[config.mk]
export PLATFORM = sky130hd
export DESIGN_NAME = clock_set_ctrl
export DESIGN_NICKNAME = d
export VERILOG_FILES = /design/src/rtl/clock_ctrl_pkg.sv /design/src/rtl/btn_repeat.sv /design/src/rtl/clock_set_ctrl.sv
export SDC_FILE = /design/constraint.sdc
export NUM_CORES = 1
export LEC_CHECK = 0
export CAP_MARGIN = 25
export CORE_ASPECT_RATIO = 0.7
export CORE_MARGIN = 4
export CORE_UTILIZATION = 26
export DETAILED_ROUTE_END_ITERATION = 6
export GPL_TIMING_DRIVEN = 0
export PLACE_DENSITY_LB_ADDON = 0.3
export REMOVE_ABC_BUFFERS = 1
export SLEW_MARGIN = 20
export SYNTH_ARGS = -nofsm -noshare
export SYNTH_HDL_FRONTEND = slang
export SYNTH_HIERARCHICAL = 1
export SYNTH_SLANG_ARGS = --single-unit
[constraint.sdc]
create_clock -name clk -period 7.1 [get_ports clk]
set_input_delay 0.71 -clock clk [delete_from_list [all_inputs] [get_ports clk]]
set_output_delay 0.71 -clock clk [all_outputs]
set_load 0.1 [all_outputs]
[src/rtl/clock_ctrl_pkg.sv]
// Shared encodings for the time-of-day control FSM: set-mode states,
// digit positions in the blink mask, and the per-field blink masks.
package clock_ctrl_pkg;

  typedef enum logic [1:0] {
    RUN      = 2'd0,
    SET_HOUR = 2'd1,
    SET_MIN  = 2'd2,
    SET_SEC  = 2'd3
  } state_e;

  localparam int DIG_SEC_LSB  = 0;
  localparam int DIG_SEC_MSB  = 1;
  localparam int DIG_MIN_LSB  = 2;
  localparam int DIG_MIN_MSB  = 3;
  localparam int DIG_HOUR_LSB = 4;
  localparam int DIG_HOUR_MSB = 5;

  localparam logic [5:0] MASK_HOUR = 6'((1 << DIG_HOUR_MSB) | (1 << DIG_HOUR_LSB));
  localparam logic [5:0] MASK_MIN  = 6'((1 << DIG_MIN_MSB)  | (1 << DIG_MIN_LSB));
  localparam logic [5:0] MASK_SEC  = 6'((1 << DIG_SEC_MSB)  | (1 << DIG_SEC_LSB));

  // Width of a counter that runs 0..bound-1; never narrower than one bit.
  function automatic int cnt_width(input int bound);
    return (bound > 1) ? $clog2(bound) : 1;
  endfunction

  // Digits of the field being edited blank only during the "off" blink phase.
  function automatic logic [5:0] state_mask(input state_e s, input logic phase);
    logic [5:0] m;
    m = '0;
    if (phase) begin
      case (s)
        SET_HOUR: m = MASK_HOUR;
        SET_MIN:  m = MASK_MIN;
        SET_SEC:  m = MASK_SEC;
        default:  m = '0;
      endcase
    end
    return m;
  endfunction

endpackage

[src/rtl/btn_repeat.sv]
// Rising-edge detector with press-and-hold auto-repeat. pulse is
// combinational; the parent registers it into its strobe outputs.
module btn_repeat
  import clock_ctrl_pkg::*;
#(
  parameter int HOLD_CYCLES   = 50000000,
  parameter int REPEAT_CYCLES = 10000000
) (
  input  logic clk,
  input  logic reset,
  input  logic btn,
  input  logic clr,
  output logic pulse
);

  localparam int CNT_MAX = (HOLD_CYCLES > REPEAT_CYCLES) ? HOLD_CYCLES : REPEAT_CYCLES;
  localparam int CNT_W   = cnt_width(CNT_MAX);
  localparam logic [CNT_W-1:0] HOLD_LAST = CNT_W'(HOLD_CYCLES - 1);
  localparam logic [CNT_W-1:0] REP_LAST  = CNT_W'(REPEAT_CYCLES - 1);

  logic             r_btn_q;
  logic             r_active;
  logic             r_repeating;
  logic [CNT_W-1:0] r_cnt;
  logic             w_rise;
  logic             w_hit;

  assign w_rise = btn & ~r_btn_q;
  assign w_hit  = r_active & btn & (r_cnt == (r_repeating ? REP_LAST : HOLD_LAST));
  assign pulse  = w_rise | w_hit;

  always_ff @(posedge clk) begin
    // NOTE: sequential state uses non-blocking assignments so every register
    // samples pre-edge values regardless of statement order.
    if (reset) begin
      r_btn_q     <= 1'b0;
      r_active    <= 1'b0;
      r_repeating <= 1'b0;
      r_cnt       <= '0;
    end else begin
      r_btn_q <= btn;
      // A mode change cancels the hold; a fresh press is needed to repeat again.
      if (clr || !btn) begin
        r_active    <= 1'b0;
        r_repeating <= 1'b0;
        r_cnt       <= '0;
      end else if (w_rise) begin
        r_active    <= 1'b1;
        r_repeating <= 1'b0;
        r_cnt       <= '0;
      end else if (w_hit) begin
        r_repeating <= 1'b1;
        r_cnt       <= '0;
      end else if (r_active) begin
        r_cnt <= r_cnt + 1'b1;
      end
    end
  end

endmodule

[src/rtl/clock_set_ctrl.sv]
// Time-of-day control FSM: run-mode second tick, button-driven set mode with
// auto-repeat increments, idle timeout back to RUN, and display blink mask.
module clock_set_ctrl
  import clock_ctrl_pkg::*;
#(
  parameter int CLK_HZ         = 100000000,
  parameter int TICK_HZ        = 1,
  parameter int BLINK_DIV      = 25000000,
  parameter int HOLD_CYCLES    = 50000000,
  parameter int REPEAT_CYCLES  = 10000000,
  parameter int TIMEOUT_CYCLES = 1000000000
) (
  input  logic       clk,
  input  logic       reset,
  input  logic       btn_mode,
  input  logic       btn_inc,
  output logic       tick_en,
  output logic       inc_sec,
  output logic       inc_min,
  output logic       inc_hour,
  output logic [5:0] blink_mask,
  output logic [1:0] set_mode
);

  localparam int DIV    = CLK_HZ / TICK_HZ;
  localparam int PRE_W  = cnt_width(DIV);
  localparam int IDLE_W = cnt_width(TIMEOUT_CYCLES);
  localparam int BLK_W  = cnt_width(BLINK_DIV);
  localparam logic [PRE_W-1:0]  PRE_LAST  = PRE_W'(DIV - 1);
  localparam logic [IDLE_W-1:0] IDLE_LAST = IDLE_W'(TIMEOUT_CYCLES - 1);
  localparam logic [BLK_W-1:0]  BLK_LAST  = BLK_W'(BLINK_DIV - 1);

  state_e              r_state;
  logic                r_mode_q;
  logic [PRE_W-1:0]    r_pre;
  logic [IDLE_W-1:0]   r_idle;
  logic [BLK_W-1:0]    r_blk;
  logic                r_phase;

  state_e              w_next_state;
  logic                w_rise_mode;
  logic                w_inc_pulse;
  logic                w_timeout;
  logic                w_state_chg;
  logic                w_inc_ok;
  logic [BLK_W-1:0]    w_next_blk;
  logic                w_next_phase;

  btn_repeat #(
    .HOLD_CYCLES   (HOLD_CYCLES),
    .REPEAT_CYCLES (REPEAT_CYCLES)
  ) u_inc_btn (
    .clk   (clk),
    .reset (reset),
    .btn   (btn_inc),
    .clr   (w_state_chg),
    .pulse (w_inc_pulse)
  );

  assign w_rise_mode = btn_mode & ~r_mode_q;
  assign w_timeout   = (r_state != RUN) && (r_idle == IDLE_LAST);
  assign w_state_chg = (w_next_state != r_state);
  // A mode change in the same cycle swallows the increment.
  assign w_inc_ok    = w_inc_pulse & ~w_state_chg;
  assign set_mode    = r_state;

  always_ff @(posedge clk) begin
    if (reset) r_state <= RUN;
    else       r_state <= w_next_state;
  end

  always_comb begin
    // NOTE: default first so no path through this block can infer a latch.
    w_next_state = r_state;
    if (w_timeout) begin
      w_next_state = RUN;
    end else if (w_rise_mode) begin
      case (r_state)
        RUN:      w_next_state = SET_HOUR;
        SET_HOUR: w_next_state = SET_MIN;
        SET_MIN:  w_next_state = SET_SEC;
        default:  w_next_state = RUN;
      endcase
    end
  end

  always_comb begin
    w_next_blk   = r_blk + 1'b1;
    w_next_phase = r_phase;
    if (w_state_chg || r_state == RUN) begin
      w_next_blk   = '0;
      w_next_phase = 1'b0;
    end else if (r_blk == BLK_LAST) begin
      w_next_blk   = '0;
      w_next_phase = ~r_phase;
    end
  end

  always_ff @(posedge clk) begin
    if (reset) begin
      r_mode_q   <= 1'b0;
      r_pre      <= '0;
      r_idle     <= '0;
      r_blk      <= '0;
      r_phase    <= 1'b0;
      tick_en    <= 1'b0;
      inc_sec    <= 1'b0;
      inc_min    <= 1'b0;
      inc_hour   <= 1'b0;
      blink_mask <= '0;
    end else begin
      r_mode_q <= btn_mode;

      if (r_state != RUN || r_pre == PRE_LAST) r_pre <= '0;
      else                                     r_pre <= r_pre + 1'b1;

      // Any button activity restarts the idle window; saturate at the bound.
      if (r_state == RUN || w_state_chg || w_rise_mode || w_inc_pulse) r_idle <= '0;
      else if (r_idle != IDLE_LAST)                                       r_idle <= r_idle + 1'b1;

      r_blk   <= w_next_blk;
      r_phase <= w_next_phase;

      tick_en    <= (r_state == RUN) && (r_pre == PRE_LAST);
      inc_hour   <= w_inc_ok && (r_state == SET_HOUR);
      inc_min    <= w_inc_ok && (r_state == SET_MIN);
      inc_sec    <= w_inc_ok && (r_state == SET_SEC);
      blink_mask <= state_mask(w_next_state, w_next_phase);
    end
  end

endmodule
==> results.ini, run 1 <==
[grt]
globalRoute.totalOverflow = 0
first_global_vias = 4108
grt_first_pass_wirelength_um = 20980
antenna_violations_before_repair = 0
grt_util_all_layers = 0.1048
grt_max_degree = 28

[worst_hold_path]
hold_path_class = reg -> reg
min-delay-start = r_pre[0]

[synthesis]
yosysMostFrequentCell = sky130_fd_sc_hd__dfxtp_1
post-synth-top-area-fraction = 0.4302
synth-seq-area-share = 0.4302
synth-edff-count = 0
post_synth_simple_gate_area = 0.3211
yosys-mux-area-fraction = 0.008155
yosys-top-cells-count = 122 x sky130_fd_sc_hd__dfxtp_1, 102 x sky130_fd_sc_hd__nor2_1, 58 x sky130_fd_sc_hd__xor2_1
synth_top_family_by_area = simple AND/OR/NAND/NOR gates
synthFlopType = sky130_fd_sc_hd__dfxtp_1
share_of_flip_flops_with_an_asynchronous_set_or_reset = 0
synth_fa_ha_area_frac = 0.01763
synth.largest_area_cell = sky130_fd_sc_hd__dfxtp_1
synth-xor-area-share = 0.1311
synth_cell_types = 58
ys_ff_latch = 122
syn_avg_cell_area_sq_um = 8.912
syn-cell-area_sq_um = 5677
synth_area_leaders = sky130_fd_sc_hd__dfxtp_1 43%, sky130_fd_sc_hd__xor2_1 8.9%, sky130_fd_sc_hd__nor2_1 6.7%, sky130_fd_sc_hd__xnor2_1 4.2%, sky130_fd_sc_hd__nand4_1 3.9%
synth-warning-count = 6
syn_inst = 637
post_synthesis_compound_gate_area_fraction = 0.06414

[setup_path]
path_class = in -> reg
crit_chain = clkdlybuf4s50_1, nor4b_1, nand4_1, a2111oi_4, buf_6, a21o_1, nand3b_1, o21bai_2, buf_8, nor3_1
cp_data_arrival_time_ns = 3.82
cpMaxStageDelayCell = sky130_fd_sc_hd__a2111oi_4
critical-path-max-stage-delay_ns = 0.63
worstPathRequired_ns = 7.40
end_kind = flop
r2r-start = r_idle[17]
critical_path.max_fanout = 14
crit_path_start_kind = primary input
launching_instance_or_port_of_the_critical_path = btn_inc

[flow_run]
max-cap-violations = 0

[sta]
final_max_slew_viols = 0
finalHoldViolCount = 0
slew_headroom = 0.3510
finalWorstSetupSlack_ns = 3.577
fin_tns_setup_ns = 0
setup_violations = 0
period_utilisation_layout = 0.4961
tightestPinTransition_ns = 0.9705
finalCriticalPeriod_ns = 3.523
rsz_0062_raised_after_global_routing = false
fin_hold_ws_ns = 0.4745
fmax_mhz = 283.9
fin_skew_ns = 0.009287

[power_and_ir_drop]
power_switching_mw = 0.3418
power_frac_seq = 0.426
swShare = 0.2094
leakage_nw = 2.121
power.ir.vdd_worst_mv = 0.1743
combinationalPowerShare = 0.032
power_dens_cells_nw_per_um2 = 242.1
internal_power_mw = 1.290
pwr-share-clk = 0.541
power_mw = 1.632

[placement]
routability_driven_placement_congestion_ratio = 0.7339
placedInstanceArea_sq_um = 6141
dp.final_hpwl_um = 8450
buffers_on_ports = 15
pre_cts_ws_ns = 3.122

[detailed_routing]
first_iter_violations = 279
drt-wirelength-per-cell_um = 12.77
firstDrtPassIters = 4
detail_route.wirelength_um = 12080
drt-vias-per-instance = 4.629
drc = 0
routed_antenna_nets = 0
num_vias = 4379

[final_layout]
num_antenna_cells = 0
seq_cell_area_sq_um = 2442
area_delta_synth_final_pct = 18.78
finish.net_count = 671
layout.filler_cells = 2177
multiInputGateArea_sq_um = 3087
post_route_cells_drive_above_1_share = 0.08955
post-route-cell-area_sq_um = 6743

[cts]
cts_made_buffers = 17
cts_tree = built
cts.reportedPaths.clkPinSlew_ns = 0.06
cts_hold_repair.buffers = 0
ctsResizeCount = 0
cts.sink_count = 122
h-tree-depth = 4
cts_buffer_depth = 2
clockRootBuffer = sky130_fd_sc_hd__clkbuf_16
worst_skew_pair.late_latency_ns = 0.41
post_cts.repair.setup_buffers = 0

[floorplanning]
die_h_um = 131.6
number_of_top_level_design_ports = 16
core-area_sq_um = 21090
die_width_um = 184.6
floorplan.initialDensity = 0.2692
fp.dieArea_sq_um = 24300
core.rowCount = 44

[status]
outcome = finished clean

## stage by stage
| step | util | std cells |
|---|---|---|
| after global routing | 0.3198 | 946 |
| after detailed placement | 0.2912 | 916 |
| final | 0.3198 | 946 |
| after CTS | 0.3198 | 946 |
| after global placement | 0.2878 | 910 |
| after floorplan | - | 619 |
## routing by layer
metal | part of all wire | up-vias | routed length (um) | global-route usage
met5 | 0 | - | 0 | 0
met4 | 0.0028 | 0 | 34 | 0.03423
met3 | 0.030 | 2 | 368 | 0.02901
met2 | 0.39 | 51 | 4722 | 0.1354
met1 | 0.58 | 2019 | 6957 | 0.1639
li1 | - | 2307 | - | -
## power by group through the flow
stage / Clock [mW] / Combinational [mW] / Sequential (mW)
detailed placement: 0 / 0.0533 / 0.710
floorplan: 0 / 0.0278 / 0.717
finish: 0.884 / 0.0528 / 0.696
global placement: 0 / 0.0498 / 0.710
CTS: 0.904 / 0.0538 / 0.696
global route: 0.940 / 0.0591 / 0.696
## worst max-delay path: cells and delay by family
family | cells | cell delay [ns]
compound gates | 3 | 1.11
buf+inv | 3 | 0.99
simple gates | 4 | 1.01
## state kept, by name (all words and copies together), names as in the netlist
| register | flops |
|---|---|
| blink_mask | 3 |
| set_mode | 2 |
| inc_min | 1 |
| tick_en | 1 |
| r_mode_q | 1 |
| inc_sec | 1 |
| r_pre | 27 |
| u_inc_btn/r_repeating | 1 |
| r_phase | 1 |
| r_idle | 30 |
| u_inc_btn/r_cnt | 26 |
| u_inc_btn/r_active | 1 |
| u_inc_btn/r_btn_q | 1 |
| inc_hour | 1 |
| r_blk | 25 |
## cell usage in the layout (no fill, tap or decap), types with 4 or more instances in the layout
master                            count
sky130_fd_sc_hd__a211oi_1            12
sky130_fd_sc_hd__a21oi_1              6
sky130_fd_sc_hd__a31oi_1              5
sky130_fd_sc_hd__and3_1              17
sky130_fd_sc_hd__and4_1               9
sky130_fd_sc_hd__clkbuf_16           17
sky130_fd_sc_hd__clkbuf_8             4
sky130_fd_sc_hd__clkdlybuf4s50_1     15
sky130_fd_sc_hd__clkinv_2             4
sky130_fd_sc_hd__dfxtp_1            122
sky130_fd_sc_hd__ha_1                 8
sky130_fd_sc_hd__inv_1               14
sky130_fd_sc_hd__nand2_1             45
sky130_fd_sc_hd__nand3_1             33
sky130_fd_sc_hd__nand4_1             35
sky130_fd_sc_hd__nor2_1             102
sky130_fd_sc_hd__nor2b_1              4
sky130_fd_sc_hd__nor3_1              21
sky130_fd_sc_hd__nor3b_1              4
sky130_fd_sc_hd__nor4_1              10
sky130_fd_sc_hd__nor4bb_1             5
sky130_fd_sc_hd__o21ai_0             13
sky130_fd_sc_hd__o31ai_1              5
sky130_fd_sc_hd__or3_1               12
sky130_fd_sc_hd__or4_1                8
sky130_fd_sc_hd__or4_4                4
sky130_fd_sc_hd__xnor2_1             27
sky130_fd_sc_hd__xor2_1              58
## worst paths after layout
check / end / slack, ns / cells past startpoint
hold reg to reg: r_pre[0] / 0.47 / 1
setup / recovery: r_idle[6] / 3.58 / 10
setup reg to reg: u_inc_btn/r_repeating / 3.77 / 7
hold / removal: r_pre[0] / 0.47 / 1
## final cells by class
cell class / count / share of cell area
Sequential cell: 122 / 0.3622
Multi-Input combinational cell: 483 / 0.4578
Tap cell: 276 / 0.05122
Inverter: 14 / 0.007794
Timing Repair Buffer: 21 / 0.03173
Clock inverter: 8 / 0.01744
Clock buffer: 22 / 0.07181
## cell families (layout without fill, tap and decap cells)
logic type,count (synthesis),after routing
AOI/OAI and AO/OA,52,52
DFF,122,122
muxes,4,4
xor gates and xnor gates,85,85
buffers and inverters,32,65
and+or+nand+nor,334,334
adders and majority gates,8,8
Power figures use the tool's default switching activity.
==> inputs of run 2 (changes only) <==
==> constraint.sdc (replaced) <==
create_clock -name clk -period 3.3 [get_ports clk]
set_input_delay 0.33 -clock clk [delete_from_list [all_inputs] [get_ports clk]]
set_output_delay 0.33 -clock clk [all_outputs]
set_load 0.1 [all_outputs]
==> results.ini, run 2 (synthesis gave the netlist of run 1 again) <==
[detailed_routing]
drt-wirelength-per-cell_um = 12.79  ; +0.12%
detail_route.wirelength_um = 12120  ; +0.33%
first_iter_violations = 272  ; -2.5%
num_vias = 4391  ; +0.27%
routed_antenna_nets = 0  ; unchanged
firstDrtPassIters = 5  ; +1
drc = 0  ; unchanged
drt-vias-per-instance = 4.632  ; about the same

[grt]
antenna_violations_before_repair = 0  ; unchanged
grt_first_pass_wirelength_um = 20980  ; unchanged
first_global_vias = 4108  ; unchanged
grt_util_all_layers = 0.1048  ; unchanged
grt_max_degree = 28  ; unchanged
globalRoute.totalOverflow = 0  ; unchanged

[floorplanning]
die_h_um = 131.6  ; unchanged
die_width_um = 184.6  ; unchanged
floorplan.initialDensity = 0.2692  ; unchanged
number_of_top_level_design_ports = 16  ; unchanged
core-area_sq_um = 21090  ; unchanged
fp.dieArea_sq_um = 24300  ; unchanged
core.rowCount = 44  ; unchanged

[power_and_ir_drop]
pwr-share-clk = 0.541  ; about the same
swShare = 0.2098  ; +0.0003999
leakage_nw = 2.143  ; +1.0%
power.ir.vdd_worst_mv = 0.3747  ; +120%
combinationalPowerShare = 0.033  ; about the same
internal_power_mw = 2.777  ; +120%
power_dens_cells_nw_per_um2 = 519.4  ; +110%
power_switching_mw = 0.7373  ; +120%
power_frac_seq = 0.426  ; about the same

[sta]
setup_violations = 0  ; unchanged
fmax_mhz = 336.0
rsz_0062_raised_after_global_routing = false
slew_headroom = 0.3510  ; unchanged
finalWorstSetupSlack_ns = 0.3236  ; -3.254 ns
fin_tns_setup_ns = 0  ; unchanged
finalHoldViolCount = 0  ; unchanged
fin_skew_ns = 0.009017  ; -0.0002706 ns
tightestPinTransition_ns = 0.9705  ; unchanged
period_utilisation_layout = 0.9019
final_max_slew_viols = 0  ; unchanged
finalCriticalPeriod_ns = 2.976

[status]
outcome = finished clean

[final_layout]
largest_register_ff_count = 30  ; unchanged
layout_commonest_cell = sky130_fd_sc_hd__dfxtp_1
seq_cell_area_sq_um = 2442  ; unchanged
top_reg_by_flops = r_idle
area_delta_synth_final_pct = 19.18
final_core_util = 0.3209  ; +0.001068
finish.net_count = 673  ; +0.30%
post_route_cells_drive_above_1_share = 0.09375  ; +0.004198
layout_top_registers = r_idle x30, r_pre x27, u_inc_btn/r_cnt x26
num_antenna_cells = 0  ; unchanged
multiInputGateArea_sq_um = 3094  ; +0.24%
layout.filler_cells = 2172  ; -0.23%
most-common-layout-cells = 122 x sky130_fd_sc_hd__dfxtp_1, 102 x sky130_fd_sc_hd__nor2_1, 58 x sky130_fd_sc_hd__xor2_1
final_cells = 948  ; +0.21%

[setup_path]
cp_data_arrival_time_ns = 3.28  ; -0.54 ns
crit_path_start_kind = flop
path_delay_family = compound AO/OA/AOI/OAI gates
worst_r2r_endpoint = r_idle[6]
worstPathRequired_ns = 3.60  ; -3.80 ns
r2r-start = u_inc_btn/r_cnt[21]
reg2reg_depth = 9  ; +2
cpMaxStageDelayCell = sky130_fd_sc_hd__or4b_1
critical-path-max-stage-delay_ns = 0.51  ; -0.12 ns
reg2reg_setup_slack_ns = 0.32  ; -3.45 ns
critical_path.max_fanout = 14  ; unchanged
crit_chain = or4b_1, o22a_1, a2111oi_4, buf_6, a21o_1, nand3b_1, o21bai_2, buf_8, nor3_1
path_class = reg -> reg
end_kind = flop
crit_buf_inv = 2  ; -1

[worst_hold_path]
hold_path_class = reg -> reg
worst_hold_depth = 1  ; unchanged
min-delay-start = r_pre[0]
timing.hold.worst_endpoint = r_pre[0]

[placement]
routability_driven_placement_congestion_ratio = 0.7339  ; unchanged
buffers_on_ports = 15  ; unchanged
pre_cts_ws_ns = -0.2985  ; -3.420 ns
dp.final_hpwl_um = 8450  ; unchanged
dp.cells = 916  ; unchanged

[cts]
cts.sink_count = 122  ; unchanged
worst_skew_pair.late_latency_ns = 0.41  ; about the same
cts_hold_repair.buffers = 0  ; unchanged
cts_made_buffers = 17  ; unchanged
cts_buffer_depth = 2  ; unchanged
cts.reportedPaths.clkPinSlew_ns = 0.06  ; about the same
h-tree-depth = 4  ; unchanged
clockRootBuffer = sky130_fd_sc_hd__clkbuf_16
cts_tree = built

[flow_run]
max-cap-violations = 0  ; unchanged

[run 2: cell count changes in the layout (fill, tap and decap cells not counted), sizes merged]
| cell | previous run | this run |
|---|---|---|
| buf | 6 | 8 |
[run 2: repair_timing]
item,in CTS,in global routing
cloned,0,0
setup buffers,0,2
pin swaps,0,1
endpoints found under the setup margin,16,17
gates resized for setup,1,1
hold endpoints to repair,0,0
[run 2: metal layers]
layer	wire (um)	share of wire	track usage	vias up
met5	0	0	0	-
li1	-	-	-	2306
met4	127	0.010	0.03423	0
met3	382	0.032	0.02901	12
met2	4671	0.39	0.1354	47
met1	6942	0.57	0.1639	2026
[run 2: worst max-delay path by stage]
stage	from	end	slack [ns]	depth (start not counted)
final	u_inc_btn/r_cnt[21]	r_idle[6]	0.32	9
after global routing	u_inc_btn/r_cnt[21]	r_idle[4]	0.13	9
after CTS	u_inc_btn/r_cnt[9]	r_idle[6]	0.10	9
after detailed placement	btn_inc	r_idle[4]	-0.30	10
after global placement	btn_inc	r_idle[6]	-1.28	8
after floorplan	set_mode[0]	u_inc_btn/r_repeating	0.008	7
[run 2: power by group through the flow]
stage               Sequential, mW  Combinational (mW)  Clock [mW]
floorplan                     1.54              0.0598           0
global placement              1.53               0.107           0
detailed placement            1.53               0.115           0
CTS                           1.50               0.116        1.94
global route                  1.50               0.128        2.02
finish                        1.50               0.114        1.90
[run 2: final cells by class]
cell class | instances | area share
tap | 276 | 0.05104
clock inverter | 8 | 0.01738
inverter | 14 | 0.007768
multi-input combinational | 483 | 0.4574
timing repair buffer | 23 | 0.03385
clock buffer | 22 | 0.07157
sequential | 122 | 0.3610
[run 2: through the flow]
stage | power [mW] | area (sq um) | hold WS (ns)
floorplan | 1.601 | 5573 | 0.4016
global placement | 1.635 | 6068 | 0.4420
detailed placement | 1.643 | 6141 | 0.4495
CTS | 3.557 | 6745 | 0.4813
global route | 3.649 | 6765 | 0.5272
finish | 3.514 | 6765 | 0.4745
[run 2: worst reg2reg max path: cells and delay by family, from the launching register on]
family | cells | cell delay, ns
flip-flops | 1 | 0.36
buffers and inverters | 2 | 0.43
AO/OA/AOI/OAI | 4 | 1.15
AND/OR/NAND/NOR | 3 | 0.93
